File: src/rtl/uart_tx_fifo.sv
`timescale 1ns/100ps
`default_nettype none
// ============================================================================
// Module   : uart_tx_fifo
// Brief    : Byte FIFO feeding a serial UART transmitter (8N1 by default,
//            8E1 when the UART_TX_PARITY_EN macro is defined).
// Revision : 1.0 - initial release
// ============================================================================
module uart_tx_fifo #(
  parameter int DEPTH = 8
) (
  input  logic                    wb_clk_i,
  input  logic                    wb_rst_i,
  input  logic                    en_i,
  input  logic [15:0]             prescale_i,
  input  logic [7:0]              data_i,
  input  logic                    valid_i,
  output logic                    ready_o,
  input  logic                    clr_i,
  output logic                    tx_o,
  output logic                    busy_o,
  output logic [$clog2(DEPTH):0]  level_o,
  output logic                    overrun_o
);

  localparam int c_AW    = $clog2(DEPTH);
  localparam int c_LVL_W = c_AW + 1;

  typedef enum logic [2:0] {
    IDLE   = 3'd0,
    START  = 3'd1,
    DATA   = 3'd2,
`ifdef UART_TX_PARITY_EN
    PARITY = 3'd3,
`endif
    STOP   = 3'd4
  } state_t;

  state_t             r_state;
  state_t             w_state_next;

  logic [7:0]         r_mem [DEPTH];
  logic [c_AW-1:0]    r_wr_ptr;
  logic [c_AW-1:0]    r_rd_ptr;
  logic [c_LVL_W-1:0] r_level;
  logic               r_overrun;

  logic [15:0]        r_presc;
  logic [15:0]        r_baud_cnt;
  logic [2:0]         r_bit_cnt;
  logic [7:0]         r_shift;
  logic               r_tx;

  logic               w_push;
  logic               w_drop;
  logic               w_pop;
  logic               w_fifo_nempty;
  logic               w_bit_end;
  logic [2:0]         w_bit_cnt_next;
  logic               w_tx_next;

  // Acceptance depends only on the registered level, never on a same-cycle pop.
  assign ready_o       = (r_level < c_LVL_W'(DEPTH));
  assign w_push        = valid_i && ready_o;
  assign w_drop        = valid_i && !ready_o;
  assign w_fifo_nempty = (r_level != '0);
  assign w_bit_end     = (r_baud_cnt == r_presc);

  assign tx_o      = r_tx;
  assign busy_o    = (r_state != IDLE);
  assign level_o   = r_level;
  assign overrun_o = r_overrun;

  always_ff @(posedge wb_clk_i or posedge wb_rst_i) begin
    if (wb_rst_i) begin
      r_state <= IDLE;
    end else begin
      r_state <= w_state_next;
    end
  end

  always_comb begin
    w_state_next   = r_state;
    w_pop          = 1'b0;
    w_bit_cnt_next = r_bit_cnt;
    w_tx_next      = 1'b1;

    case (r_state)
      IDLE: begin
        if (en_i && w_fifo_nempty) begin
          w_pop        = 1'b1;
          w_state_next = START;
        end
      end
      START: begin
        if (w_bit_end) begin
          w_state_next   = DATA;
          w_bit_cnt_next = 3'd0;
        end
      end
      DATA: begin
        if (w_bit_end) begin
          if (r_bit_cnt == 3'd7) begin
`ifdef UART_TX_PARITY_EN
            w_state_next = PARITY;
`else
            w_state_next = STOP;
`endif
          end else begin
            w_bit_cnt_next = r_bit_cnt + 3'd1;
          end
        end
      end
`ifdef UART_TX_PARITY_EN
      PARITY: begin
        if (w_bit_end) begin
          w_state_next = STOP;
        end
      end
`endif
      STOP: begin
        // Back-to-back frames chain straight into the next start bit.
        if (w_bit_end) begin
          if (en_i && w_fifo_nempty) begin
            w_pop        = 1'b1;
            w_state_next = START;
          end else begin
            w_state_next = IDLE;
          end
        end
      end
      default: begin
        w_state_next = IDLE;
      end
    endcase

    // Line level is registered from the upcoming state so tx_o is glitch-free.
    case (w_state_next)
      START:   w_tx_next = 1'b0;
      DATA:    w_tx_next = r_shift[w_bit_cnt_next];
`ifdef UART_TX_PARITY_EN
      PARITY:  w_tx_next = ^r_shift;
`endif
      default: w_tx_next = 1'b1;
    endcase
  end

  always_ff @(posedge wb_clk_i or posedge wb_rst_i) begin
    if (wb_rst_i) begin
      r_presc    <= '0;
      r_baud_cnt <= '0;
      r_bit_cnt  <= '0;
      r_shift    <= '0;
      r_tx       <= 1'b1;
    end else begin
      r_tx      <= w_tx_next;
      r_bit_cnt <= w_bit_cnt_next;
      if (w_pop) begin
        r_presc    <= prescale_i;
        r_baud_cnt <= '0;
        r_shift    <= r_mem[r_rd_ptr];
      end else if (r_state != IDLE) begin
        r_baud_cnt <= w_bit_end ? 16'd0 : (r_baud_cnt + 16'd1);
      end
    end
  end

  // Storage needs no reset: pointers and level define what is valid.
  always_ff @(posedge wb_clk_i) begin
    if (w_push) begin
      r_mem[r_wr_ptr] <= data_i;
    end
  end

  always_ff @(posedge wb_clk_i or posedge wb_rst_i) begin
    if (wb_rst_i) begin
      r_wr_ptr  <= '0;
      r_rd_ptr  <= '0;
      r_level   <= '0;
      r_overrun <= 1'b0;
    end else begin
      if (w_push) begin
        r_wr_ptr <= r_wr_ptr + c_AW'(1);
      end
      if (w_pop) begin
        r_rd_ptr <= r_rd_ptr + c_AW'(1);
      end
      case ({w_push, w_pop})
        2'b10:   r_level <= r_level + c_LVL_W'(1);
        2'b01:   r_level <= r_level - c_LVL_W'(1);
        default: r_level <= r_level;
      endcase
      if (w_drop) begin
        r_overrun <= 1'b1;
      end else if (clr_i) begin
        r_overrun <= 1'b0;
      end
    end
  end

endmodule
`default_nettype wire

File: config.mk
export PLATFORM = sky130hd
export DESIGN_NAME = uart_tx_fifo
export DESIGN_NICKNAME = d
export VERILOG_FILES = /design/src/rtl/uart_tx_fifo.sv
export SDC_FILE = /design/constraint.sdc
export NUM_CORES = 1
export LEC_CHECK = 0
export CAP_MARGIN = 30
export CORE_MARGIN = 10
export CORE_UTILIZATION = 45
export CTS_CLUSTER_DIAMETER = 80
export DETAILED_ROUTE_END_ITERATION = 8
export PLACE_DENSITY_LB_ADDON = 0.3
export SLEW_MARGIN = 20
export SYNTH_ARGS = -nofsm -noshare
export SYNTH_HDL_FRONTEND = slang
export SYNTH_SLANG_ARGS = --single-unit
File: constraint.sdc
create_clock -name wb_clk_i -period 2.75 [get_ports wb_clk_i]
set_input_delay 0.4125 -clock wb_clk_i [delete_from_list [all_inputs] [get_ports wb_clk_i]]
set_output_delay 0.4125 -clock wb_clk_i [all_outputs]
set_load 0.01 [all_outputs]
==> impl_metrics.tcl, run 1 <==
set metrics [dict create \
    ctsHtreeMaxLevel 4 \
    hold_violations 0 \
    syn-cell-area_mm2 0.00547 \
    p_clk_share_pct 52.5 \
    fin_skew_ns 0.0119 \
    synth_seq_area_share_pct 61.7 \
    wl_mm 10.9 \
    crit_type "reg2reg" \
    syn_avg_cell_area_um2 12.4 \
    synthCells 441 \
    holdWs_ns 0.372 \
    drcViolationCount 0 \
    grt_pass1_wl_mm 18.1 \
    viasPerCell 5.32 \
    clkTransAtPathRegs_ns 0.06 \
    fp.dieW_um 130 \
    drt_first_iter_violations 146 \
    cts_made_buffers 17 \
    p_int_mw 3.41 \
    fin_setup_tns_ns 0 \
    gr-total-overflow 0 \
    layout.nets 538 \
    pre_cts_slack_ns 0.201 \
    start_util_pct 45.7 \
    power_frac_seq_pct 45.6 \
    postCtsSetupBuffers 0 \
    seq_area_mm2 0.00337 \
    report.final.slew_viol_count 0 \
    numPortBuffers 36 \
    synth_cell_types 48 \
    crit_required_ns 3.09 \
    finalSetupViolations 0 \
    die_area_mm2 0.0170 \
    cts_root_buf "clkbuf_16" \
    wl_per_cell_um 16.5 \
    clk_latency_ns 0.41 \
    clock.fmax_mhz 394 \
    yosys_warnings 0 \
    clkSinkCount 122 \
    postLayoutCoreUtil_pct 56.4 \
    rsz0062_at_grt "false" \
    diodes 0 \
    crit_arrival_ns 2.88 \
    synth-seq-cells 122 \
    cap_violations 0 \
    r2r_slack_ns 0.21 \
    vdd_drop_max_mv 0.544 \
    path_cells "xnor2_1 -> nand4_1 -> nor4_4 -> buf_4 -> nand2_1 -> o22ai_1 -> nand2b_1 -> a311o_1 -> a31o_1" \
    multi_input_area_mm2 0.00201 \
    fin_crit_sh_pct 92.4 \
    dp_hpwl_mm 7.39 \
    fp.coreArea_mm2 0.0120 \
    num_vias 3521 \
    comb_power_share_pct 1.9 \
    gp_congestion 0.869 \
    dieHeight_um 130 \
    grt_max_degree 59 \
    cts_resized 0 \
    hold_path.class "in2async" \
    syn_to_final_growth_pct 23.4 \
    cp_max_fo 26 \
    p_sw_share_pct 19.6 \
    ant_nets 0 \
    ioPinCount 37 \
    grt_pass1_vias 3635 \
    drive_above_1_share_pct 15.5 \
    fp-row-count 40 \
    slowest_delay_ns 0.42 \
    status "finished, final reports clean" \
    gr-usage-all-layers_pct 13.9 \
    switching_power_mw 0.830 \
    start_kind "flop" \
    antenna_found_initial 0 \
    tritoncts "done" \
    period_needed_ns 2.54 \
    cp-end-kind "flop" \
    synth_nets 477 \
    power.leakage_nw 2.61 \
    p_total_mw 4.24 \
    power.density_mw_per_mm2 628 \
    clock_path_buffers 2 \
    drtPass1Iterations 4 \
    ctsHoldBuffers 0 \
    worst_pin_slew_ns 0.764 \
    cpMaxStageDelayCell "dfrtp_1" \
    slew_headroom_pct 49.1 \
    fin_ws_ns 0.209 \
    fillers 967 \
]
## kinds of logic after synthesis
logic type      synth area share, %
compound gates                 6.45
xor+xnor                       5.28
fa+ha+maj                      1.60
buf+inv                        2.13
flops                          61.7
mux                            8.46
simple gates                   14.4
## Yosys cell counts (all sizes together)
master / instances / share of area [%]
a211o: 1 / 0.16
a211oi: 3 / 0.41
a21boi: 2 / 0.27
a21o: 1 / 0.14
a21oi: 18 / 1.6
a311o: 1 / 0.18
a31o: 1 / 0.16
a31oi: 1 / 0.11
a41oi: 1 / 0.16
and2: 1 / 0.11
and3: 6 / 0.69
and4: 1 / 0.16
buf: 8 / 0.82
clkbuf: 8 / 0.55
clkinv: 2 / 0.14
dfrtp: 57 / 26
dfstp: 1 / 0.48
edfxtp: 64 / 35
ha: 7 / 1.6
inv: 9 / 0.62
mux2: 2 / 0.41
mux2i: 8 / 1.5
mux4: 16 / 6.6
nand2: 86 / 5.9
nand2b: 12 / 1.4
nand3: 6 / 0.55
nand3b: 3 / 0.41
nand4: 6 / 0.69
nand4b: 1 / 0.16
nor2: 23 / 1.6
nor2b: 3 / 0.34
nor3: 9 / 0.82
nor3b: 3 / 0.41
nor4: 2 / 0.50
o21a: 2 / 0.27
o21ai: 21 / 2.0
o221ai: 2 / 0.32
o22ai: 4 / 0.46
o41ai: 1 / 0.16
or3: 3 / 0.34
or3b: 1 / 0.16
or4b: 1 / 0.18
xnor2: 23 / 3.7
xor2: 10 / 1.6
## sequential cells by signal, indices dropped and copies added (netlist names)
signal      flops
overrun_o       1
r_shift         8
r_rd_ptr        3
level_o         4
tx_o            1
r_bit_cnt       3
r_state         3
r_mem          64
r_baud_cnt     16
r_presc        16
r_wr_ptr        3
## through the flow
step                area (µm²)  instances
global placement          6140        630
detailed placement        6140        630
finish                    6750        662
CTS                       6740        662
floorplan                 5500        441
global route              6750        662
## worst paths after layout
path                          endpoint          start  cells after the start
max                               tx_o  r_baud_cnt[8]                      9
min                        r_wr_ptr[0]       wb_rst_i                      3
max reg2reg                       tx_o  r_baud_cnt[8]                      9
min reg2reg                 r_shift[4]     r_shift[4]                      2
max in group asynchronous         tx_o       wb_rst_i                      3
min in group wb_clk_i       r_shift[4]     r_shift[4]                      2
## per-layer routing
metal | share of wire (%) | global-route usage, %
met5 | 0 | 0
met4 | 1.6 | 4.70
met3 | 4.4 | 5.68
met2 | 50 | 23.6
met1 | 44 | 15.6
## cells in the final DEF, fill, tap and decap left out, drive strengths merged, types with 4 or more instances in the layout
cell	instances
a21oi	18
and3	6
buf	22
clkbuf	19
clkdlybuf4s50	36
clkinv	6
dfrtp	57
edfxtp	64
ha	7
inv	13
mux2i	8
mux4	16
nand2	86
nand2b	12
nand3	6
nand4	6
nor2	23
nor3	9
o21ai	21
o22ai	4
xnor2	23
xor2	10
## critical path: cells and delay by family, from the launching register on
kind,cells,cell delay [ns]
flops,1,0.42
buf+inv,1,0.32
compound gates,3,0.74
xor+xnor,1,0.16
simple gates,4,0.82
## power groups by stage
| stage | clock network, mW | logic (mW) | registers (mW) |
|---|---|---|---|
| after floorplan | 0 | 0.0169 | 1.97 |
| after CTS | 2.27 | 0.0836 | 1.93 |
| final | 2.22 | 0.0817 | 1.93 |
| after global placement | 0 | 0.0816 | 1.97 |
| after global routing | 2.36 | 0.0907 | 1.93 |
| after detailed placement | 0 | 0.0831 | 1.97 |
## layout make-up
class / count / share of cell area, %
clock inverters: 13 / 2.47
flip-flops and latches: 122 / 50.0
repair buffers: 58 / 7.97
well taps: 147 / 2.73
inverters: 11 / 0.630
clock buffers: 19 / 6.42
multi-input cells: 292 / 29.8
No activity file was read; power rests on OpenSTA's default activity.
==> inputs of run 2 (changes only) <==
--- a/config.mk
+++ b/config.mk
@@ -11,6 +11,7 @@
 export CTS_CLUSTER_DIAMETER = 80
 export DETAILED_ROUTE_END_ITERATION = 8
 export PLACE_DENSITY_LB_ADDON = 0.3
+export REMOVE_ABC_BUFFERS = 1
 export SLEW_MARGIN = 20
 export SYNTH_ARGS = -nofsm -noshare
 export SYNTH_HDL_FRONTEND = slang
==> run 2 against run 1 <==
Net effect: wire length is 1.3% higher; fmax is 1.1% higher; clock skew is 0.0025 ns lower; largest cell class unchanged; via count is 0.85% higher; worst hold slack better by 0.0029 ns; die area stayed put; non-clock buffer count is 1 lower; core utilization is 0.094 points lower; global-route usage is 0.21 points higher; cell count is 0.15% lower.
==> impl_metrics.tcl, run 2 (synthesized netlist as in run 1, its figures left out) <==
set metrics [dict create \
    cts_root_buf "clkbuf_16" \
    dieHeight_um 130 \
    drive_above_1_share_pct 15.4 \
    final_common_cell "nand2_1" \
    fin_area_mm2 0.00674 \
    gp_congestion 0.855 \
    slew_headroom_pct 49.0 \
    fin_ws_ns 0.238 \
    gr-usage-met3_pct 4.99 \
    gr-total-overflow 0 \
    die_area_mm2 0.0170 \
    met1_usage_pct 16.3 \
    fillers 983 \
    diodes 0 \
    fp.dieW_um 130 \
    ant_nets 0 \
    rsz0062_at_grt "false" \
    cp_max_fo 5 \
    hold_violations 0 \
    cts_made_buffers 17 \
    viasPerCell 5.37 \
    drtPass1Iterations 5 \
    clkSinkCount 122 \
    hold_path.class "in2async" \
    report.final.slew_viol_count 0 \
    tritoncts "done" \
    clkTransAtPathRegs_ns 0.06 \
    period_needed_ns 2.51 \
    start_kind "flop" \
    fin_skew_ns 0.00939 \
    clock.fmax_mhz 398 \
    crit_arrival_ns 2.81 \
    clk_latency_ns 0.42 \
    clock_path_buffers 2 \
    postLayoutCoreUtil_pct 56.3 \
    wl_mm 11.1 \
    drt_first_iter_violations 200 \
    crit_type "reg2reg" \
    fin_crit_sh_pct 91.3 \
    ioPinCount 37 \
    crit_required_ns 3.04 \
    grt-busiest-layer "met2" \
    use_met2_pct 23.8 \
    finalSetupViolations 0 \
    drcViolationCount 0 \
    vdd_drop_max_mv 0.689 \
    grt_pass1_wl_mm 18.3 \
    fp.coreArea_mm2 0.0120 \
    power.leakage_nw 2.60 \
    worst_pin_slew_ns 0.765 \
    gr-usage-all-layers_pct 14.1 \
    antenna_found_initial 0 \
    numPortBuffers 36 \
    top_regs "r_mem: 64 flops, r_baud_cnt: 16 flops, r_presc: 16 flops" \
    ctsHtreeMaxLevel 4 \
    holdWs_ns 0.375 \
    grt_max_degree 37 \
    num_vias 3551 \
    fp-row-count 40 \
    pre_cts_slack_ns 0.0699 \
    cap_violations 0 \
    largest_register_ffs 64 \
    syn_to_final_growth_pct 23.1 \
    grt_pass1_vias 3621 \
    power.density_mw_per_mm2 636 \
    wl_per_cell_um 16.7 \
    cp-end-kind "flop" \
    status "finished, final reports clean" \
    dp_hpwl_mm 7.31 \
    place_area_mm2 0.00611 \
    regMostFlops "r_mem" \
    layout.nets 537 \
    layout_common_cells "nand2_1 (86), edfxtp_1 (64), dfrtp_1 (57)" \
    start_util_pct 45.7 \
]
[run 2: where the power goes]
group / leakage (nW) / switching (mW) / internal (mW)
registers: 1.34 / 0.00189 / 1.93
logic: 0.972 / 0.0380 / 0.0448
clock network: 0.287 / 0.814 / 1.46
total: 2.60 / 0.854 / 3.43
[run 2: cell type report]
class / count / area (µm²) / area share (%)
sequential: 122 / 3370 / 50.1
tap: 147 / 184 / 2.73
clock buffer: 19 / 443 / 6.58
clock inverter: 13 / 169 / 2.51
inverter: 11 / 41.3 / 0.613
timing repair buffer: 57 / 531 / 7.88
multi-input combinational: 292 / 1990 / 29.6
[run 2: stage by stage]
step / setup TNS [ns] / std cells / total power, mW
2_1_floorplan: -5.91 / 425 / 1.99
3_3_place_gp: 0 / 629 / 2.05
3_5_place_dp: 0 / 629 / 2.05
4_1_cts: 0 / 661 / 4.33
5_1_grt: 0 / 661 / 4.43
6_report: 0 / 661 / 4.28
[run 2: what timing repair did]
| action | 4_1_cts | 5_1_grt |
|---|---|---|
| hold buffers | 0 | 0 |
| buffers inserted | 0 | 0 |
| resized for setup | 0 | 3 |
| endpoints found under the setup margin | 0 | 2 |
[run 2: metal layers]
layer,share of wire [%],wire [µm]
met3,5.5,612
met2,52,5740
met4,0.96,106
met5,0,0
met1,42,4590
[run 2: worst paths after layout]
check	cells past startpoint	slack (ns)	endpoint	from
max	13	0.24	level_o[2]	r_baud_cnt[12]
min	2	0.38	r_presc[5]	wb_rst_i
max reg2reg	13	0.24	level_o[2]	r_baud_cnt[12]
min reg2reg	2	0.48	r_shift[0]	r_shift[0]
max in group asynchronous	3	1.72	tx_o	wb_rst_i
min in group wb_clk_i	2	0.48	r_shift[0]	r_shift[0]
[run 2: worst max-delay path, cell delays in order, from the launching register on]
cell	delay (ns)
dfrtp_1	0.42
xnor2_1	0.18
nand4_1	0.16
nor4_4	0.33
nand2b_1	0.15
nand2_1	0.07
clkinv_1	0.08
ha_2	0.23
xor2_1	0.08
ha_1	0.18
a21oi_1	0.14
xor2_1	0.17
nor2_1	0.06
xor2_1	0.14
